==> src/rtl/lc3_mem_responder_pkg.sv <==
// Shared definitions for the LC-3 memory responder: device offsets, FSM states,
// MCR reset value and the device address decoder.
package lc3_mem_responder_pkg;

  localparam logic [15:0] KBSR_OFS  = 16'h0000;
  localparam logic [15:0] KBDR_OFS  = 16'h0002;
  localparam logic [15:0] DSR_OFS   = 16'h0004;
  localparam logic [15:0] DDR_OFS   = 16'h0006;
  localparam logic [15:0] MCR_RESET = 16'h8000;

  typedef enum logic [1:0] {
    ST_IDLE,
    ST_RAMWAIT,
    ST_RESP
  } state_t;

  typedef enum logic [2:0] {
    DEV_KBSR,
    DEV_KBDR,
    DEV_DSR,
    DEV_DDR,
    DEV_MCR,
    DEV_NONE
  } dev_t;

  // Exact-match decode; anything else in device space reads as zero.
  function automatic dev_t dev_decode(input logic [15:0] addr,
                                      input logic [15:0] kb_base,
                                      input logic [15:0] mcr_addr);
    if (addr == mcr_addr)            return DEV_MCR;
    if (addr == kb_base + KBSR_OFS)  return DEV_KBSR;
    if (addr == kb_base + KBDR_OFS)  return DEV_KBDR;
    if (addr == kb_base + DSR_OFS)   return DEV_DSR;
    if (addr == kb_base + DDR_OFS)   return DEV_DDR;
    return DEV_NONE;
  endfunction

endpackage

==> src/rtl/lc3_kbd_port.sv <==
// Keyboard data register: captures one character at a time and holds it until
// the datapath reads KBDR.
module lc3_kbd_port (
  input  logic       clk,
  input  logic       reset,
  input  logic       kb_valid,
  input  logic [7:0] kb_data,
  input  logic       clr,
  output logic       kb_full,
  output logic [7:0] kbdr,
  output logic       kb_ack
);

  // A KBDR read clearing the register takes priority over a new character;
  // the pending character is then captured on the following cycle.
  always_ff @(posedge clk) begin
    if (reset) begin
      kb_full <= 1'b0;
      kbdr    <= 8'h00;
      kb_ack  <= 1'b0;
    end else begin
      kb_ack <= 1'b0;
      if (clr) begin
        kb_full <= 1'b0;
      end else if (kb_valid && !kb_full) begin
        kbdr    <= kb_data;
        kb_full <= 1'b1;
        kb_ack  <= 1'b1;
      end
    end
  end

endmodule

==> src/rtl/lc3_mem_responder.sv <==
// Memory-side responder for LC-3 MAR/MDR requests: routes each request to RAM
// (with wait-states) or to the memory-mapped keyboard/display/MCR registers.
module lc3_mem_responder
  import lc3_mem_responder_pkg::*;
#(
  parameter int          WAIT_CYCLES = 2,
  parameter logic [15:0] KB_ADDR     = 16'hFE00,
  parameter logic [15:0] MCR_ADDR    = 16'hFFFE
) (
  input  logic        clk,
  input  logic        reset,
  input  logic        mem_en,
  input  logic        mem_we,
  input  logic [15:0] mem_addr,
  input  logic [15:0] mem_wdata,
  output logic [15:0] mem_rdata,
  output logic        mem_ready,
  output logic        ram_en,
  output logic        ram_we,
  output logic [15:0] ram_addr,
  output logic [15:0] ram_wdata,
  input  logic [15:0] ram_rdata,
  input  logic        kb_valid,
  input  logic [7:0]  kb_data,
  output logic        kb_ack,
  output logic        dd_valid,
  output logic [7:0]  dd_data,
  input  logic        dd_ready,
  output logic        mcr_run
);

  localparam int CNT_W = (WAIT_CYCLES > 1) ? $clog2(WAIT_CYCLES) : 1;

  state_t            state;
  logic [CNT_W-1:0]  wait_cnt;
  logic              mcr_bit;
  logic              stale;
  logic              kbdr_clr;
  logic              kb_full;
  logic [7:0]        kbdr;
  dev_t              dev;
  logic [15:0]       dev_rdata;

  assign dev     = dev_decode(mem_addr, KB_ADDR, MCR_ADDR);
  assign mcr_run = mcr_bit;

  always_comb begin
    dev_rdata = 16'h0000;
    case (dev)
      DEV_KBSR: dev_rdata = {kb_full, 15'b0};
      DEV_KBDR: dev_rdata = {8'b0, kbdr};
      DEV_DSR:  dev_rdata = {~dd_valid, 15'b0};
      DEV_MCR:  dev_rdata = {mcr_bit, 15'b0};
      default:  dev_rdata = 16'h0000;
    endcase
  end

  lc3_kbd_port u_kbd (
    .clk      (clk),
    .reset    (reset),
    .kb_valid (kb_valid),
    .kb_data  (kb_data),
    .clr      (kbdr_clr),
    .kb_full  (kb_full),
    .kbdr     (kbdr),
    .kb_ack   (kb_ack)
  );

  // stale blocks a request that is still held from the transaction that just
  // completed, so one request can never be serviced twice.
  always_ff @(posedge clk) begin
    if (reset) begin
      state     <= ST_IDLE;
      wait_cnt  <= '0;
      mem_ready <= 1'b0;
      mem_rdata <= 16'h0000;
      ram_en    <= 1'b0;
      ram_we    <= 1'b0;
      dd_valid  <= 1'b0;
      dd_data   <= 8'h00;
      mcr_bit   <= MCR_RESET[15];
      stale     <= 1'b0;
      kbdr_clr  <= 1'b0;
    end else begin
      ram_en    <= 1'b0;
      ram_we    <= 1'b0;
      mem_ready <= 1'b0;
      kbdr_clr  <= 1'b0;
      if (dd_valid && dd_ready) dd_valid <= 1'b0;

      case (state)
        ST_IDLE: begin
          stale <= 1'b0;
          if (mem_en && !stale) begin
            if (mem_addr >= KB_ADDR) begin
              state     <= ST_RESP;
              mem_ready <= 1'b1;
              mem_rdata <= mem_we ? 16'h0000 : dev_rdata;
              kbdr_clr  <= !mem_we && (dev == DEV_KBDR);
              if (mem_we) begin
                case (dev)
                  DEV_DDR: begin
                    if (!dd_valid) begin
                      dd_valid <= 1'b1;
                      dd_data  <= mem_wdata[7:0];
                    end
                  end
                  DEV_MCR: mcr_bit <= mem_wdata[15];
                  default: ;
                endcase
              end
            end else begin
              ram_en    <= 1'b1;
              ram_we    <= mem_we;
              ram_addr  <= mem_addr;
              ram_wdata <= mem_wdata;
              if (mem_we) begin
                state     <= ST_RESP;
                mem_ready <= 1'b1;
              end else begin
                state    <= ST_RAMWAIT;
                wait_cnt <= CNT_W'(WAIT_CYCLES - 1);
              end
            end
          end
        end

        ST_RAMWAIT: begin
          if (wait_cnt == '0) begin
            mem_rdata <= ram_rdata;
            mem_ready <= 1'b1;
            state     <= ST_RESP;
          end else begin
            wait_cnt <= wait_cnt - 1'b1;
          end
        end

        ST_RESP: begin
          stale <= mem_en;
          state <= ST_IDLE;
        end

        default: state <= ST_IDLE;
      endcase
    end
  end

endmodule

==> config.mk <==
export PLATFORM = sky130hd
export DESIGN_NAME = lc3_mem_responder
export DESIGN_NICKNAME = d
export VERILOG_FILES = /design/src/rtl/lc3_mem_responder_pkg.sv /design/src/rtl/lc3_kbd_port.sv /design/src/rtl/lc3_mem_responder.sv
export SDC_FILE = /design/constraint.sdc
export NUM_CORES = 1
export LEC_CHECK = 0
export CAP_MARGIN = 20
export CORE_MARGIN = 5
export CORE_UTILIZATION = 43
export CTS_CLUSTER_DIAMETER = 60
export DETAILED_ROUTE_END_ITERATION = 16
export GPL_ROUTABILITY_DRIVEN = 0
export GPL_TIMING_DRIVEN = 0
export MAX_ROUTING_LAYER = met4
export PLACE_DENSITY = 0.89
export SLEW_MARGIN = 40
export SYNTH_ARGS = -nofsm -noshare
export SYNTH_HDL_FRONTEND = slang
export SYNTH_SLANG_ARGS = --single-unit
export TNS_END_PERCENT = 5
==> constraint.sdc <==
create_clock -name clk -period 5.15 [get_ports clk]
set_input_delay 0.515 -clock clk [delete_from_list [all_inputs] [get_ports clk]]
set_output_delay 0.515 -clock clk [all_outputs]
set_load 0.01 [all_outputs]
Yosys cells after proc, flatten, opt, wreduce, memory -nomap -nowiden. Cells that the tools add are included.

Input port bits: 62. Logic and storage cells: 118. Bits in registers: 76.

Reduce and logical (&&, ||, !) cells: 22. $add $sub $neg: 1. Equality and inequality tests: 16. Bitwise operators: 6. Order comparisons: 1. Multiplexer cells: 56.

Operators by type and width (count): 16-bit equality test (second input constant) (5); 16-bit two-way mux (4); 16-bit one-hot mux with 4 select lines (1); 1-bit two-way mux (32); 16-bit one-hot mux with 2 select lines (1); 3-bit two-way mux (10); 16-bit >= comparator (second input constant) (1); 4-bit AND reduction (3); 2-bit != test (second input constant) (5); 2-bit two-way mux (4); 4-bit OR reduction (2); 3-bit by 2-bit equality test with 1-bit output (second input constant) (2); 1-bit inverter (6); 1-bit one-hot mux with 2 select lines (3); 6-bit AND reduction (1); 5-bit AND reduction (1); 1-bit logical AND (4); 2-bit one-hot mux with 2 select lines (1); 2-bit AND reduction (2); 2-bit nonzero test (2); 3-bit by 1-bit equality test with 1-bit output (second input constant) (1); 3-bit equality test (second input constant) (1); 1-bit logical NOT (3); 3-bit logical NOT (1); 6 further kinds (6).

Depth between registers and ports, before layout. Gate-level depths: netlist of run 1.

Depth in word-level cells: 23. Gate-level depth with buffers: 6.

Cells and area by module. From an unflattened synthesis of run 1, not the netlist that was laid out.

Cell total of the unflattened synthesis: 236. Area total of the unflattened synthesis: 2881.5 um^2.

By module, submodules not included: lc3_mem_responder (area an instance 2448.6 um^2, instances 1, cells each 196); lc3_kbd_port (area an instance 432.9 um^2, instances 1, cells each 40).

Worst setup path before layout of run 1. Ideal clock, no wire load.

Path kind: input port to flip-flop. Start: input mem_en. End: register ram_addr[0], enable pin. Cell stages on the path: 2. Setup slack: 1422 ps. Arrival: 3266 ps. Data required time: 4688 ps. Path through: or4b_1 nor3_1.

Longest elaborated chain between the ends: 2.

RTL lines: start: declaration (line lc3_mem_responder.sv:12) `input logic mem_en,`; 1-bit logical AND (line lc3_mem_responder.sv:94) `if (mem_en && !stale) begin`; 4-bit AND reduction (no source line); end signal: assignment (line lc3_mem_responder.sv:115) `ram_addr <= mem_addr;`; end: declaration (line lc3_mem_responder.sv:20) `output logic [15:0] ram_addr,`.

Every way passes these cells. A chain may end at the register's enable or synchronous reset.

Final worst setup path of run 1.
Start: input mem_addr[8]. End: register dd_data[3].

Longest elaborated chain between the ends: 13. Elaborated cells on any way between the ends: 32. Classes of those cells: order compare (1); eq/ne (6); mux (24); reduce/logical (1).

RTL lines: start: declaration (line lc3_mem_responder.sv:14) `input logic [15:0] mem_addr,`; 16-bit equality test (line lc3_mem_responder_pkg.sv:34) `if (addr == kb_base + DDR_OFS) return DEV_DDR;`; 1-bit two-way mux (2 in series) (line lc3_mem_responder_pkg.sv:34); 1-bit two-way mux (line lc3_mem_responder_pkg.sv:33) `if (addr == kb_base + DSR_OFS) return DEV_DSR;`; 1-bit two-way mux (line lc3_mem_responder_pkg.sv:32) `if (addr == kb_base + KBDR_OFS) return DEV_KBDR;`; 1-bit two-way mux (line lc3_mem_responder_pkg.sv:31) `if (addr == kb_base + KBSR_OFS) return DEV_KBSR;`; 3-bit two-way mux (line lc3_mem_responder_pkg.sv:35) `return DEV_NONE;`; 3-bit two-way mux (line lc3_mem_responder_pkg.sv:34); 3-bit two-way mux (line lc3_mem_responder_pkg.sv:33); 3-bit two-way mux (line lc3_mem_responder_pkg.sv:32); 3-bit two-way mux (line lc3_mem_responder_pkg.sv:31); 3-bit by 2-bit equality test with 1-bit output (line lc3_mem_responder.sv:101) `case (dev)`; 6-bit AND reduction (no source line) *; end signal: assignment (line lc3_mem_responder.sv:105) `dd_data <= mem_wdata[7:0];`; end: declaration (line lc3_mem_responder.sv:27) `output logic [7:0] dd_data,`.

Every way passes the cells marked *; elsewhere a longest branch is shown, timed or not. The select of a mux whose other input is x is not followed.

==> results.toml, run 1 <==
[critical_path]
cp_cell_sequence = "clkdlybuf4s50_1, or4_4, nor4_4, buf_2, nand3_1, a21oi_1"
critPathRequiredTime_ns = 5.42
start_kind = "input port"
crit_type = "input port to register"
worst-path-buf-inv = 2
cp-end-kind = "register"
crit_family = "simple AND/OR/NAND/NOR gates"
slowest_delay_ns = 0.61
worst_path_max_delay_cell = "or4_4"
crit_fanout = 10
arrival_ns = 2.77

[finish]
diodes = 0
final_cells = 504
area.growth.synth_to_final_pct = 52.1
layout-drive-gt1-share = 0.0760
final_nets = 465

[yosys]
synthFlopType = "dfxtp_1"
netlist_area_sq_um = 2990
synth_seq_cells = 76
async_reset_ff_frac = 0
synth_most_common_cell = "dfxtp_1"
synthTopCellsByArea = "edfxtp_1, dfxtp_1, a21oi_1"
ys_top_cells_by_count = "dfxtp_1, edfxtp_1, a21oi_1"
synth_edf_count = 32
synth_warnings = 0
synth_fp_nets = 328
netlist_instances = 266
yosysSeqAreaShare = 0.616
synth_cell_types = 39
synth_top_area_cell = "edfxtp_1"
synth.avg_cell_area_sq_um = 11.2
synth_top_area_frac = 0.321

[clock_network]
numCtsBuffers = 9
cts_hold_buf = 0
cts_resized = 0
clk_pin_slew_worst_paths_ns = 0.09
cts_tree = "done"
clock-sinks = 76
clk_latency_ns = 0.35
postCtsSetupBuffers = 0
cts_root_buffer = "clkbuf_8"
h-tree-depth = 3
cts_buffer_depth = 2

[sta]
fmax_mhz = 400
fin_ws_ns = 2.65
slew_violations = 0
timing.hold.ws_ns = 0.443
period_share = 0.485
hold_violations = 0
fin_crit_ns = 2.50
slew_headroom = 0.514
setup_violations = 0
fin_setup_tns_ns = 0
max_slew.worst_pin.slew_ns = 0.720
clock_skew_ns = 0.0113
rsz0062_at_grt = "no"

[drt]
drt_iter0_markers = 162
wl_per_cell_um = 18.4
drcViolationCount = 0
wl_mm = 9.25
vias_per_cell = 5.46
vias = 2753
drtPass1Iterations = 5
postRouteAntennaNets = 0

[global_routing]
grt_pass1_vias = 2779
grt_antenna_before_repair = 0
grt_max_degree = 16
grt_first_pass_wirelength_mm = 14.4
overflow = 0
grt_util_all_layers = 0.220

[place]
dp_hpwl_mm = 6.91
dp_slack_ns = 2.33
numPortBuffers = 122
post-place-cells = 488

[power]
p_per_area_nw_per_um2 = 276
leakagePower_nw = 1.57
irDropWorstVdd_uv = 129

[floorplan]
die_x_um = 93.4
io_pins = 124
start_util = 0.440
core_sq_um = 6790
floorplan.die_area_sq_um = 8730
fp-row-count = 30
die_h_um = 93.4

[outcome]
outcome = "finished clean"

[run]
drv_cap = 0

[min_path]
min_path_type = "register to register"
## layout by cell type (no fill, tap or decap), types with 2 or more instances in the layout
cell             Yosys  layout
a211oi_1             2       2
a21oi_1             21      21
a221oi_1             8       8
a22oi_1              8       8
and2_1              10      10
buf_1                2       2
buf_2                2       2
buf_4                0       4
clkbuf_1            13      13
clkbuf_8             0       9
clkdlybuf4s50_1      0     122
clkinvlp_4           0       4
dfxtp_1             44      44
edfxtp_1            32      32
inv_1               10      10
inv_6                0       2
mux2i_1              8       8
nand2_1              5       5
nand2b_1             2       2
nand3_1             19      19
nand4_1             13      13
nand4b_1             8       8
nor2_1              17      17
nor2b_1              3       3
nor3_1               4       3
nor3b_1              3       3
nor4_1               3       3
o21ai_0              9       9
or2_2                2       2
or3_1                3       3
or4_4                2       2
## state kept, by name, indices dropped and copies added (netlist names)
signal and cells:
mem_rdata 16, ram_addr 16, ram_wdata 16, dd_data 8, u_kbd.kbdr 8, state 2
dd_valid 1, kbdr_clr 1, mcr_run 1, mem_ready 1, ram_en 1, ram_we 1
stale 1, u_kbd.kb_ack 1, u_kbd.kb_full 1, wait_cnt 1
## where the power goes
group | internal (mW) | switching (mW) | total, mW
Sequential | 0.654 | 0.0104 | 0.664
Combinational | 0.0931 | 0.0745 | 0.168
Clock | 0.181 | 0.242 | 0.423
Total | 0.928 | 0.326 | 1.25
## cells by family after synthesis
group / Yosys count / share of synthesized area
and+or+nand+nor: 102 / 0.207
DFF: 76 / 0.616
AOI/OAI and AO/OA: 52 / 0.113
buffers and inverters: 28 / 0.0385
muxes: 8 / 0.0268
## layout make-up
cell class                      count  area, sq um
Clock buffer                        9          124
Multi-Input combinational cell    162         1040
Clock inverter                      7         58.8
Timing Repair Buffer              126         1250
Tap cell                           96          120
Sequential cell                    76         1840
Inverter                           10         37.5
Fill cell                         504         2240
Buffer                             18         77.6
## worst paths after layout
check / from / endpoint / slack (ns) / cells after the start
max: mem_addr[8] / dd_data[3] / 2.65 / 6
min: kbdr_clr / u_kbd.kb_full / 0.44 / 1
max reg2reg: state[1] / mem_rdata[5] / 2.91 / 6
min reg2reg: kbdr_clr / u_kbd.kb_full / 0.44 / 1
## routing by layer
metal  share of wire  track usage
met5               0            -
met4           0.021       0.0794
met3            0.10       0.0788
met2            0.49        0.369
met1            0.39        0.242
## through the flow
step / utilization / area [sq um] / power (mW)
2_1_floorplan: - / 2990 / 0.737
3_3_place_gp: 0.638 / 4330 / 0.836
3_5_place_dp: 0.643 / 4370 / 0.845
4_1_cts: 0.670 / 4550 / 1.26
5_1_grt: 0.670 / 4550 / 1.30
6_report: 0.670 / 4550 / 1.25
Note: power is estimated with default switching activity, not from simulation.
==> inputs of run 2 (changes only) <==
==> constraint.sdc (replaced) <==
create_clock -name clk -period 2.6 [get_ports clk]
set_input_delay 0.26 -clock clk [delete_from_list [all_inputs] [get_ports clk]]
set_output_delay 0.26 -clock clk [all_outputs]
set_load 0.01 [all_outputs]
==> run 2 against run 1 <==
Register-to-register slack worse by 2.6 ns. Non-clock buffer count is 2 lower. First-iteration DRC count down 1.9%.
==> results.toml, run 2 (synthesis results as in run 1) <==
[power]
pwr-share-seq = 0.497
switching_share = 0.235
pwr-share-comb = 0.125
power.switching_mw = 0.622
leakagePower_nw = 1.59
pwr-share-clk = 0.378
p_int_mw = 2.02
irDropWorstVdd_uv = 322
p_per_area_nw_per_um2 = 576

[sta]
slew_headroom = 0.515
setup_violations = 0
fin_setup_tns_ns = 0
rsz0062_at_grt = "no"
fmax_mhz = 431
fin_crit_ns = 2.32
max_slew.worst_pin.slew_ns = 0.717
period_share = 0.893
hold_violations = 0
clock_skew_ns = 0.0145
slew_violations = 0

[critical_path]
arrival_ns = 2.58
worst_path_max_delay_cell = "or4_4"
r2r-end = "mem_rdata[7]"
critPathRequiredTime_ns = 2.86
ff2ff_path_depth = 6
crit_family = "simple AND/OR/NAND/NOR gates"
regToRegStartpoint = "state[1]"
cp_cell_sequence = "clkdlybuf4s50_1, or4_4, nor4_4, buf_2, nand3_1, a21oi_1"
crit_fanout = 10
cp-end-kind = "register"
start_kind = "input port"
worst-path-buf-inv = 2
slowest_delay_ns = 0.61
reg2reg_slack_ns = 0.35
crit_type = "input port to register"

[global_routing]
grt_max_degree = 15
grt_pass1_vias = 2716
overflow = 0
grt_first_pass_wirelength_mm = 14.4
grt_antenna_before_repair = 0
grt_busiest_layer = "met2"
grt_util_met3 = 0.0660
grt_use_met2 = 0.352
grtUsageMet1 = 0.264
grt_util_all_layers = 0.219

[floorplan]
io_pins = 124
die_h_um = 93.4
floorplan.die_area_sq_um = 8730
die_x_um = 93.4
start_util = 0.440
core_sq_um = 6790
fp-row-count = 30

[drt]
postRouteAntennaNets = 0
wl_mm = 9.08
drcViolationCount = 0
vias_per_cell = 5.43
drtPass1Iterations = 6
drt_iter0_markers = 159
vias = 2728
wl_per_cell_um = 18.1

[finish]
top_regs = "mem_rdata x16, ram_addr x16, ram_wdata x16"
final_nets = 463
layout_common_cells = "clkdlybuf4s50_1, dfxtp_1, edfxtp_1"
area.growth.synth_to_final_pct = 53.5
diodes = 0
postLayoutCoreUtil = 0.676
final_common_cell = "clkdlybuf4s50_1"
layout-drive-gt1-share = 0.0714

[clock_network]
cts_buffer_depth = 2
clk_latency_ns = 0.35
clk_pin_slew_worst_paths_ns = 0.09
postCtsSetupBuffers = 0
h-tree-depth = 3
cts_tree = "done"
clock-sinks = 76
numCtsBuffers = 9
cts_root_buffer = "clkbuf_8"
cts_hold_buf = 0
cts_resized = 0

[min_path]
min_from = "reset"
min_path_type = "input port to register"
min_to = "u_kbd.kb_ack"
hold_path_depth = 2

[outcome]
outcome = "finished clean"

[place]
numPortBuffers = 122
dp_hpwl_mm = 6.76

[run]
drv_cap = 0
## run 2: power by group through the flow
stage	registers (mW)	logic [mW]	clock network (mW)
finish	1.32	0.332	1.00
global route	1.32	0.355	1.08
global placement	1.34	0.314	0
CTS	1.32	0.332	1.02
detailed placement	1.34	0.330	0
floorplan	1.36	0.102	0
## run 2: worst max path at each step
stage                             from            to  slack, ns  cells past startpoint
after floorplan                  stale   ram_addr[0]       0.45                      2
after global placement          mem_en   ram_addr[1]      -0.25                      3
after detailed placement        mem_en  mem_rdata[7]     -0.002                      7
after CTS                  mem_addr[8]    dd_data[3]       0.32                      6
after global routing      mem_addr[14]    dd_data[3]       0.20                      6
final                      mem_addr[8]    dd_data[3]       0.28                      6
## run 2: layout make-up
type | count | area (sq um)
tap | 96 | 120
clock inverter | 7 | 97.6
sequential | 76 | 1840
multi-input combinational | 162 | 1050
inverter | 10 | 37.5
fill | 495 | 2200
timing repair buffer | 124 | 1250
clock buffer | 9 | 124
buffer | 18 | 77.6
## run 2: metrics by stage
step           instances  instance area, sq um  setup WS, ns  power, mW  hold slack (ns)
4_1_cts              502                  4590         0.323       2.66            0.376
5_1_grt              502                  4590         0.200       2.76            0.405
6_report             502                  4590         0.278       2.65            0.386
3_3_place_gp         484                  4340        -0.246       1.66            0.417
3_5_place_dp         486                  4370      -0.00179       1.67            0.420
2_1_floorplan        266                  3000         0.447       1.46            0.359
## run 2: metal layers
metal  vias up  wire [um]  share of wire
li1       1266          -              -
met1      1288       3670           0.40
met2       158       4300           0.47
met3        16        935           0.10
met4         0        172          0.019
met5         -          0              0
